==> config.mk <==
export PLATFORM = sky130hd
export DESIGN_NAME = if_fetch_unit
export DESIGN_NICKNAME = d
export VERILOG_FILES = /design/src/rtl/proc_pkg.sv /design/src/rtl/if_fetch_unit.sv
export SDC_FILE = /design/constraint.sdc
export NUM_CORES = 1
export LEC_CHECK = 0
export ABC_CLOCK_PERIOD_IN_PS = 6100
export CORE_UTILIZATION = 35
export DETAILED_ROUTE_END_ITERATION = 10
export GPL_TIMING_DRIVEN = 1
export PLACE_DENSITY = 0.67
export SYNTH_ARGS = -nofsm -noshare
export SYNTH_HDL_FRONTEND = slang
export SYNTH_SLANG_ARGS = --single-unit
==> constraint.sdc <==
create_clock -name clk -period 6.1 [get_ports clk]
set_input_delay 1.22 -clock clk [delete_from_list [all_inputs] [get_ports clk]]
set_output_delay 1.22 -clock clk [all_outputs]
set_load 0.01 [all_outputs]
==> src/rtl/proc_pkg.sv <==
// Shared processor definitions: datapath widths, PC increment and the
// fetch-stage state encoding.
package proc_pkg;

  localparam int INSTR_W = 32;
  localparam int ADDR_W  = 32;

  localparam logic [ADDR_W-1:0]  PC_STEP   = 32'd4;
  localparam logic [INSTR_W-1:0] NOP_INSTR = 32'b00111000100000000000000000000000;

  typedef enum logic [0:0] {
    FETCH = 1'b0,
    FAULT = 1'b1
  } fetch_state_t;

endpackage

==> src/rtl/if_fetch_unit.sv <==
// Instruction fetch stage: owns the PC, waits RD_WAIT cycles for memory to
// settle, then presents word+PC to decode and honours taken-branch redirects.
//
// Handshake: id_valid/id_instr/id_pc form a valid/ready pair. Once id_valid is
// high the payload holds until a cycle with id_ready=1 (transfer); a redirect
// withdraws it (flush). id_valid never depends combinationally on id_ready.
module if_fetch_unit
  import proc_pkg::*;
#(
  parameter logic [ADDR_W-1:0] RESET_PC = 32'd0,
  parameter int                RD_WAIT  = 0,
  parameter int                MEM_SIZE = 40
) (
  input  logic                clk,
  input  logic                reset,
  output logic [ADDR_W-1:0]   imem_addr,
  input  logic [INSTR_W-1:0]  imem_instr,
  output logic                id_valid,
  input  logic                id_ready,
  output logic [INSTR_W-1:0]  id_instr,
  output logic [ADDR_W-1:0]   id_pc,
  input  logic                br_taken,
  input  logic [ADDR_W-1:0]   br_target,
  output logic                fetch_fault,
  output fetch_state_t        dbg_state
);

  localparam logic [3:0]        WAIT_MAX  = 4'(RD_WAIT);
  localparam logic [ADDR_W-1:0] MEM_LIMIT = 32'(MEM_SIZE);

  logic [ADDR_W-1:0]  r_pc;
  logic [3:0]         r_wait_cnt;
  fetch_state_t       r_state;
  logic               r_id_valid;
  logic [INSTR_W-1:0] r_id_instr;
  logic [ADDR_W-1:0]  r_id_pc;
  logic               r_fault;

  logic w_in_fetch;
  logic w_wait_done;
  logic w_stall;
  logic w_redirect;
  logic w_capture;
  logic w_consume;
  logic w_out_of_range;
  logic w_misaligned;

  assign w_in_fetch     = (r_state == FETCH);
  assign w_wait_done    = (r_wait_cnt == WAIT_MAX);
  assign w_stall        = r_id_valid & ~id_ready;
  assign w_redirect     = w_in_fetch & br_taken;
  // Branch beats both capture and consume in the same cycle.
  assign w_capture      = w_in_fetch & w_wait_done & ~br_taken & ~w_stall;
  assign w_consume      = w_in_fetch & ~br_taken & r_id_valid & id_ready & ~w_capture;
  assign w_out_of_range = (r_pc >= MEM_LIMIT);
  assign w_misaligned   = (br_target[1:0] != 2'b00);

  always_ff @(posedge clk) begin
    if (reset) begin
      r_pc       <= RESET_PC;
      r_wait_cnt <= 4'd0;
      r_state    <= FETCH;
      r_id_valid <= 1'b0;
      r_id_instr <= '0;
      r_id_pc    <= '0;
      r_fault    <= 1'b0;
    end else if (w_redirect) begin
      r_wait_cnt <= 4'd0;
      r_id_valid <= 1'b0;
      // A misaligned target faults without moving the PC, so imem_addr freezes.
      if (w_misaligned) begin
        r_state <= FAULT;
        r_fault <= 1'b1;
      end else begin
        r_pc <= br_target;
      end
    end else if (w_capture) begin
      if (w_out_of_range) begin
        r_state    <= FAULT;
        r_fault    <= 1'b1;
        r_id_valid <= 1'b0;
      end else begin
        r_id_instr <= imem_instr;
        r_id_pc    <= r_pc;
        r_id_valid <= 1'b1;
        r_pc       <= r_pc + PC_STEP;
        r_wait_cnt <= 4'd0;
      end
    end else if (w_in_fetch) begin
      if (w_consume) begin
        r_id_valid <= 1'b0;
      end
      // The settle counter is frozen while decode is stalled.
      if (!w_stall && !w_wait_done) begin
        r_wait_cnt <= r_wait_cnt + 4'd1;
      end
    end
  end

  assign imem_addr   = r_pc;
  assign id_valid    = r_id_valid;
  assign id_instr    = r_id_instr;
  assign id_pc       = r_id_pc;
  assign fetch_fault = r_fault;
  assign dbg_state   = r_state;

endmodule

# [Yosys cells after proc, flatten, opt, wreduce, memory -nomap -nowiden]
# Cells that the tools add are included.
[word_totals] elab_cells=61 in_bits=68 reg_bits=102 output_inout_bits=99
[classes] n_eq_ne=5 order_cmp=1 n_bitwise=16 add_sub_neg=2 reduce_logical=15 muxes=16
[ops] operator="32-bit 2-to-1 mux" count=4
[ops] operator="32-bit by 3-bit adder with 32-bit output (second input constant)" count=1
[ops] operator="32-bit by 6-bit greater-or-equal comparator with 1-bit output (second input constant)" count=1
[ops] operator="4-bit 2-to-1 mux" count=4
[ops] operator="3-bit AND reduction" count=4
[ops] operator="2-bit nonzero test" count=5
[ops] operator="1-bit bitwise AND" count=9
[ops] operator="1-bit 2-to-1 mux" count=8
[ops] operator="1-bit NOT" count=7
[ops] operator="2-bit != test (second input constant)" count=3
[ops] operator="4-bit by 1-bit adder with 4-bit output (second input constant)" count=1
[ops] operator="4-bit zero test" count=1
[ops] operator="2-bit by 1-bit != test with 1-bit output (second input constant)" count=2
[ops] operator="1-bit zero test" count=2
[ops] operator="2-bit AND reduction" count=1
[ops] operator="2-bit OR reduction" count=1
[ops] operator="1-bit logical AND" count=1

# [Depth between registers and ports, before layout]
# Gate-level depths: netlist of run 1.
[logic_depth] ltp_word=9 depth_mapped=9 ltp_nobuf=7

# [Worst setup path after synthesis of run 1]
# OpenSTA, ideal clock, no wires.
[synth_path] path_type="input-to-reg" from="input id_ready" to="register r_id_instr[29], in the netlist id_instr[29]" arrival_ns=2.719 t_required_ns=5.968 setup_ns=0.132 path_slack_ns=3.249 path_stages=7 path_cell_list="nor2b_1 > or4b_4 > or4_1 > buf_4 > buf_6 > nand2_1 > a21oi_1"
[synth_between] elab_chain_cells=5
[synth_rtl] item="start, declared" line="if_fetch_unit.sv:19" source="input logic id_ready,"
[synth_rtl] item="1-bit NOT" line="if_fetch_unit.sv:50" source="assign w_stall = r_id_valid & ~id_ready;"
[synth_rtl] item="1-bit bitwise AND" line="if_fetch_unit.sv:50"
[synth_rtl] item="1-bit NOT" line="if_fetch_unit.sv:53" source="assign w_capture = w_in_fetch & w_wait_done & ~br_taken & ~w_stall;"
[synth_rtl] item="1-bit bitwise AND" line="if_fetch_unit.sv:53"
[synth_rtl] item="3-bit AND reduction (no source line)"
[synth_rtl] item="end signal, assigned" line="if_fetch_unit.sv:83" source="r_id_instr <= imem_instr;"
[synth_rtl] item="end, declared" line="if_fetch_unit.sv:35" source="logic [INSTR_W-1:0] r_id_instr;"
# Every way passes these cells.
# A chain may end at the register's enable or synchronous reset.

# [Worst setup path in the final report of run 1]
[layout_path] from="input br_taken" to="register r_id_instr[16], in the netlist id_instr[16]"
[layout_between] elab_chain_cells=4 elab_cells_between_ends=6
[layout_rtl] item="start, declared" line="if_fetch_unit.sv:22" source="input logic br_taken,"
[layout_rtl] item="1-bit NOT" line="if_fetch_unit.sv:53"
[layout_rtl] item="1-bit bitwise AND (2 in series)" line="if_fetch_unit.sv:53"
[layout_rtl] item="3-bit AND reduction (no source line) *"
# Every way passes the cells marked *; elsewhere a longest branch is shown, timed or not.

==> impl_metrics.yaml, run 1 <==
global_route:
  overflow: 0
  grt_max_degree: 78
  first_global_vias: 3822
  grtUsageTotal_pct: 20.1
  antenna_found_initial: 0
  grt_pass1_wl_um: 20000
placement:
  placed_cells: 762
  dpl.hpwl_um: 8700
  place_congestion: 0.820
  io_buffers: 166
critical_path:
  critPathBufInv: 2
  setup.worst_path.end_class: "flop"
  cpPeakStageDelay_ns: 0.93
  worstPathCellList: "clkdlybuf4s50_1 -> or4b_4 -> nor4_4 -> buf_4 -> nand2_1 -> a21oi_1"
  cp_slowest_cell: "nor4_4"
  critPathArrivalTime_ns: 3.95
  crit_required_ns: 6.35
  critPathMaxFanout: 31
  critical-path-top-delay-family: "simple AND/OR/NAND/NOR gates"
  critPathKind: "in2reg"
  worst_setup_path_start_kind: "primary input"
min_path:
  hold_class: "reg2reg"
yosys:
  yosys.area.top_type_share_pct: 48.7
  yosysUniqueCellTypes: 59
  synth_area_leaders: "dfxtp_1 49%, nand2_1 8.9%, a21oi_1 6.4%"
  synth.ff_latch_count: 102
  synth_edf_count: 0
  avgSynthCellArea_um2: 8.72
  async_flop_share_pct: 0
  syn_inst: 481
  yosysSeqAreaShare_pct: 48.7
  synth_ff_type: "dfxtp_1"
  ys_warn_count: 0
  synth_area_um2: 4190
  synth_nets: 553
  synth_top_area_cell: "dfxtp_1"
timing:
  setup_violations: 0
  tns_ns: 0
  slew_violations: 0
  finalCriticalPeriod_ns: 3.69
  tightest_slew_ns: 1.17
  skew_ns: 0.00721
  finalCritPeriodShare_pct: 60.5
  relSlewSlack_pct: 21.7
  hold_viol: 0
  fmax_mhz: 271
  rsz0062_at_grt: "no"
power:
  seq_power_share_pct: 45.9
  swShare_pct: 28.6
  clock_power_share_pct: 33.8
  p_sw_mw: 0.461
  power_density_nw_per_um2: 260
  p_leak_nw: 2.10
  irDropWorstVdd_mv: 0.154
  p_comb_share_pct: 20.3
  internal_power_mw: 1.15
clocking:
  cts.repair.resized: 0
  cts_made_buffers: 9
  post_cts_buffers: 0
  cts_max_level: 3
  cts_hold_buf: 0
  cts.sinks: 102
  path_clk_slew_ns: 0.07
  cts-root-buf: "clkbuf_16"
  clk_path_buf_depth: 2
  cts_tree: "done"
  clock_latency_ns: 0.34
floorplan:
  io_pins: 167
  dieWidth_um: 111
  die-area_um2: 12400
  die-height_um: 111
  initial_core_util_pct: 36.3
  rows: 39
  core_area_um2: 11600
detailed_routing:
  via_per_inst: 5.27
  num_vias: 4097
  drtAntennaViolNets: 0
  detail_route.wl_per_cell_um: 15.9
  dr.pass1.iters: 8
  wirelength_um: 12400
  route.detailed.drc: 9
  first_iter_violations: 348
layout:
  drive_above_1_share_pct: 6.61
  nNetsFinal: 702
  diodes: 0
  area_growth_pct: 47.6
  instances_no_fill: 778
run_status:
  violations: "design-rule violations"
  status: "finished with violations"
flow_run:
  drv_cap: 0
power groups by stage:
stage | Combinational (mW) | Clock, mW | Sequential, mW
floorplan | 0.166 | 0 | 0.761
global placement | 0.320 | 0 | 0.752
detailed placement | 0.327 | 0 | 0.754
CTS | 0.329 | 0.564 | 0.739
global route | 0.355 | 0.595 | 0.745
finish | 0.326 | 0.544 | 0.740
synthesized netlist by cell type, types with 7 or more instances:
library cell  count
and2_1           28
clkbuf_1         21
a211oi_1         10
nand2_1         100
nor3_1           15
nor2_1           14
a21oi_1          54
nand3_1          14
dfxtp_1         102
nand4_1           7
nor4_1           10
inv_1            13
stage by stage:
step	area [um^2]	hold WS, ns	setup slack, ns	utilization (%)	total power [mW]
finish	6190	0.452	2.41	53.5	1.61
CTS	6190	0.454	2.41	53.5	1.63
detailed placement	5900	0.444	2.06	51.1	1.08
floorplan	4190	0.476	3.25	-	0.927
global placement	5900	0.440	2.10	51.1	1.07
global route	6190	0.472	2.24	53.5	1.69
cell usage in the layout, fill, tap and decap left out, types with 2 or more instances in the layout:
cell type	count
and2_1	28
o21ai_0	6
o31ai_1	6
a211oi_1	10
inv_1	13
and4_1	4
a21oi_1	54
nor4_1	10
buf_4	5
nand4_1	7
clkbuf_16	9
a31oi_1	2
nor3_1	14
dfxtp_1	102
nand3b_1	3
nor4_2	2
xor2_1	2
o211ai_1	2
nor2_1	14
or3_1	2
nand2_1	100
a221oi_2	6
o311a_1	2
a221oi_1	2
ha_1	4
a22oi_1	6
a31o_2	2
inv_6	2
clkinvlp_4	2
o211a_1	2
nand3_1	14
clkdlybuf4s50_1	165
state kept, by name (all words and copies together), names as in the netlist:
register / flops
imem_addr: 32
fetch_fault: 1
id_instr: 32
r_wait_cnt: 4
id_valid: 1
id_pc: 32
final cells by class:
| class | instances | area, um^2 |
|---|---|---|
| Fill cell | 1066 | 5380 |
| Sequential cell | 102 | 2040 |
| Multi-Input combinational cell | 333 | 1940 |
| Timing Repair Buffer | 171 | 1690 |
| Clock buffer | 11 | 243 |
| Tap cell | 143 | 179 |
| Inverter | 13 | 48.8 |
| Clock inverter | 5 | 41.3 |
worst min-delay path: cells and delay by family (launching register included):
kind,cells,cell delay [ns]
and+or+nand+nor,1,0.05
DFF,1,0.31
AOI/OAI and AO/OA,1,0.05
worst paths after layout:
check | start | end | slack (ns) | cells after the start
setup reg to reg | r_wait_cnt[0] | id_instr[16] | 3.10 | 8
setup / recovery | br_taken | id_instr[16] | 2.41 | 6
hold reg to reg | id_instr[12] | id_instr[12] | 0.45 | 2
hold / removal | id_instr[12] | id_instr[12] | 0.45 | 2
layer usage:
| layer | wire length (um) | global-route usage, % |
|---|---|---|
| met1 | 5510 | 26.5 |
| met5 | 0 | 0 |
| met4 | 165 | 6.58 |
| met3 | 847 | 4.68 |
| met2 | 5890 | 32.5 |
cell families after synthesis:
kind of cell	synth area share, %
AOI/OAI and AO/OA	18.3
DFF	48.7
xor gates and xnor gates	0.627
buffers and inverters	5.25
adders and majority gates	1.19
and+or+nand+nor	25.7
muxes	0.239
Note: power is estimated with default switching activity, not from simulation.
==> run 2, diff against run 1 <==
--- a/config.mk
+++ b/config.mk
@@ -5,7 +5,7 @@
 export SDC_FILE = /design/constraint.sdc
 export NUM_CORES = 1
 export LEC_CHECK = 0
-export ABC_CLOCK_PERIOD_IN_PS = 6100
+export ABC_CLOCK_PERIOD_IN_PS = 3400
 export CORE_UTILIZATION = 35
 export DETAILED_ROUTE_END_ITERATION = 10
 export GPL_TIMING_DRIVEN = 1
==> constraint.sdc (replaced) <==
create_clock -name clk -period 3.4 [get_ports clk]
set_input_delay 0.68 -clock clk [delete_from_list [all_inputs] [get_ports clk]]
set_output_delay 0.68 -clock clk [all_outputs]
set_load 0.01 [all_outputs]
==> run 2 against run 1 <==
Net effect: critical path depth is the same; the run still ends with design-rule violations left; total power rose by 93%; register-to-register slack worse by 2.4 ns; setup slack got worse by 1.8 ns; clock skew up 0.0011 ns; sequential share of layout area fell by 0.77 points; cell count rose by 1.3%.
==> impl_metrics.yaml, run 2 (same netlist as run 1, synthesis figures left out) <==
floorplan:
  die-height_um: 111
  initial_core_util_pct: 36.3
  dieWidth_um: 111
  die-area_um2: 12400
  core_area_um2: 11600
  io_pins: 167
  rows: 39
power:
  total_power_mw: 3.10
  power_density_nw_per_um2: 489
  irDropWorstVdd_mv: 0.271
  p_leak_nw: 2.19
layout:
  drive_above_1_share_pct: 7.75
  final_common_cell: "clkdlybuf4s50_1"
  final_core_util_pct: 54.8
  final_cell_mix: "165 x clkdlybuf4s50_1, 102 x dfxtp_1, 100 x nand2_1"
  nNetsFinal: 712
  area_growth_pct: 51.1
  diodes: 0
clocking:
  post_cts_buffers: 0
  cts.sinks: 102
  cts.repair.resized: 0
  cts-root-buf: "clkbuf_16"
  cts_made_buffers: 9
  cts_max_level: 3
  cts_tree: "done"
  path_clk_slew_ns: 0.07
  clock_latency_ns: 0.34
  cts_hold_buf: 0
  clk_path_buf_depth: 2
critical_path:
  critPathKind: "in2reg"
  worstPathCellList: "clkdlybuf4s50_1 -> or4b_4 -> or4_2 -> buf_12 -> nand2_1 -> a21oi_1"
  cp_slowest_cell: "or4_2"
  critPathBufInv: 2
  critPathMaxFanout: 37
  critPathArrivalTime_ns: 3.03
  worst_setup_path_start_kind: "primary input"
  path_depth: 6
  r2r_cells: 8
  crit_required_ns: 3.61
  cpPeakStageDelay_ns: 0.86
  critical-path-top-delay-family: "simple AND/OR/NAND/NOR gates"
  setup.worst_path.end_class: "flop"
placement:
  place_congestion: 0.839
  io_buffers: 166
  dpl.hpwl_um: 9210
flow_run:
  drv_cap: 0
detailed_routing:
  dr_wl_met2_um: 5900
  drtAntennaViolNets: 0
  via_per_inst: 5.26
  num_vias: 4147
  highest_layer: "met4"
  wirelength_um: 12800
  m1WireLength_um: 5510
  wl_met3_um: 1090
  first_iter_violations: 222
  dr.pass1.iters: 7
  detail_route.wl_per_cell_um: 16.3
  route.detailed.drc: 9
timing:
  fmax_mhz: 354
  tightest_slew_ns: 0.536
  hold_viol: 0
  tns_ns: 0
  relSlewSlack_pct: 64.0
  slew_violations: 0
  finalCritPeriodShare_pct: 83.1
  finalCriticalPeriod_ns: 2.83
  rsz0062_at_grt: "no"
  setup_violations: 0
  skew_ns: 0.00835
global_route:
  grt_pass1_wl_um: 20500
  first_global_vias: 4050
  overflow: 0
  antenna_found_initial: 0
  grt_max_degree: 38
  grtUsageTotal_pct: 20.8
run_status:
  violations: "design-rule violations"
  status: "finished with violations"
min_path:
  hold_class: "reg2reg"
  hold-path-cell-count: 2
==> run 2: layout make-up <==
class                           count  area (um^2)
Multi-Input combinational cell    333         1940
Tap cell                          143          179
Timing Repair Buffer              181         1790
Clock buffer                       12          236
Inverter                           13         48.8
Fill cell                        1070         5230
Sequential cell                   102         2040
Clock inverter                      4         95.1
==> run 2: path summary, 6_finish.rpt <==
kind / startpoint / to / slack, ns
worst max-delay path: br_taken / id_instr[4] / 0.57
worst min-delay path: id_instr[8] / id_instr[8] / 0.45
worst max register to register: r_wait_cnt[0] / id_instr[4] / 0.73
worst min register to register: id_instr[8] / id_instr[8] / 0.45
==> run 2: metrics by stage <==
stage	worst slack, ns	cells	area (um^2)	hold slack, ns
2_1_floorplan	1.09	481	4190	0.476
3_3_place_gp	0.304	772	6000	0.436
3_5_place_dp	0.231	772	6000	0.443
4_1_cts	0.593	788	6340	0.452
5_1_grt	0.502	788	6340	0.477
6_report	0.574	788	6340	0.450
==> run 2: worst reg2reg max path, cell delays in order, from the launching register on <==
cell and delay (ns):
dfxtp_1 0.34, inv_1 0.07, ha_1 0.13, nor3b_2 0.19, or4b_4 0.54, or4_2 0.86, buf_12 0.25, nand2_1 0.11
a21oi_1 0.06
==> run 2: where the power goes <==
part | leakage (nW) | internal, mW | switching, mW
clock network | 0.161 | 0.719 | 0.435
registers | 0.826 | 1.26 | 0.0636
logic | 1.20 | 0.300 | 0.321
total | 2.19 | 2.28 | 0.819
==> run 2: per-layer routing <==
metal	global-route usage [%]	up-vias
li1	-	2005
met1	25.9	1945
met2	33.8	173
met3	5.82	24
met4	8.92	0
met5	0	-
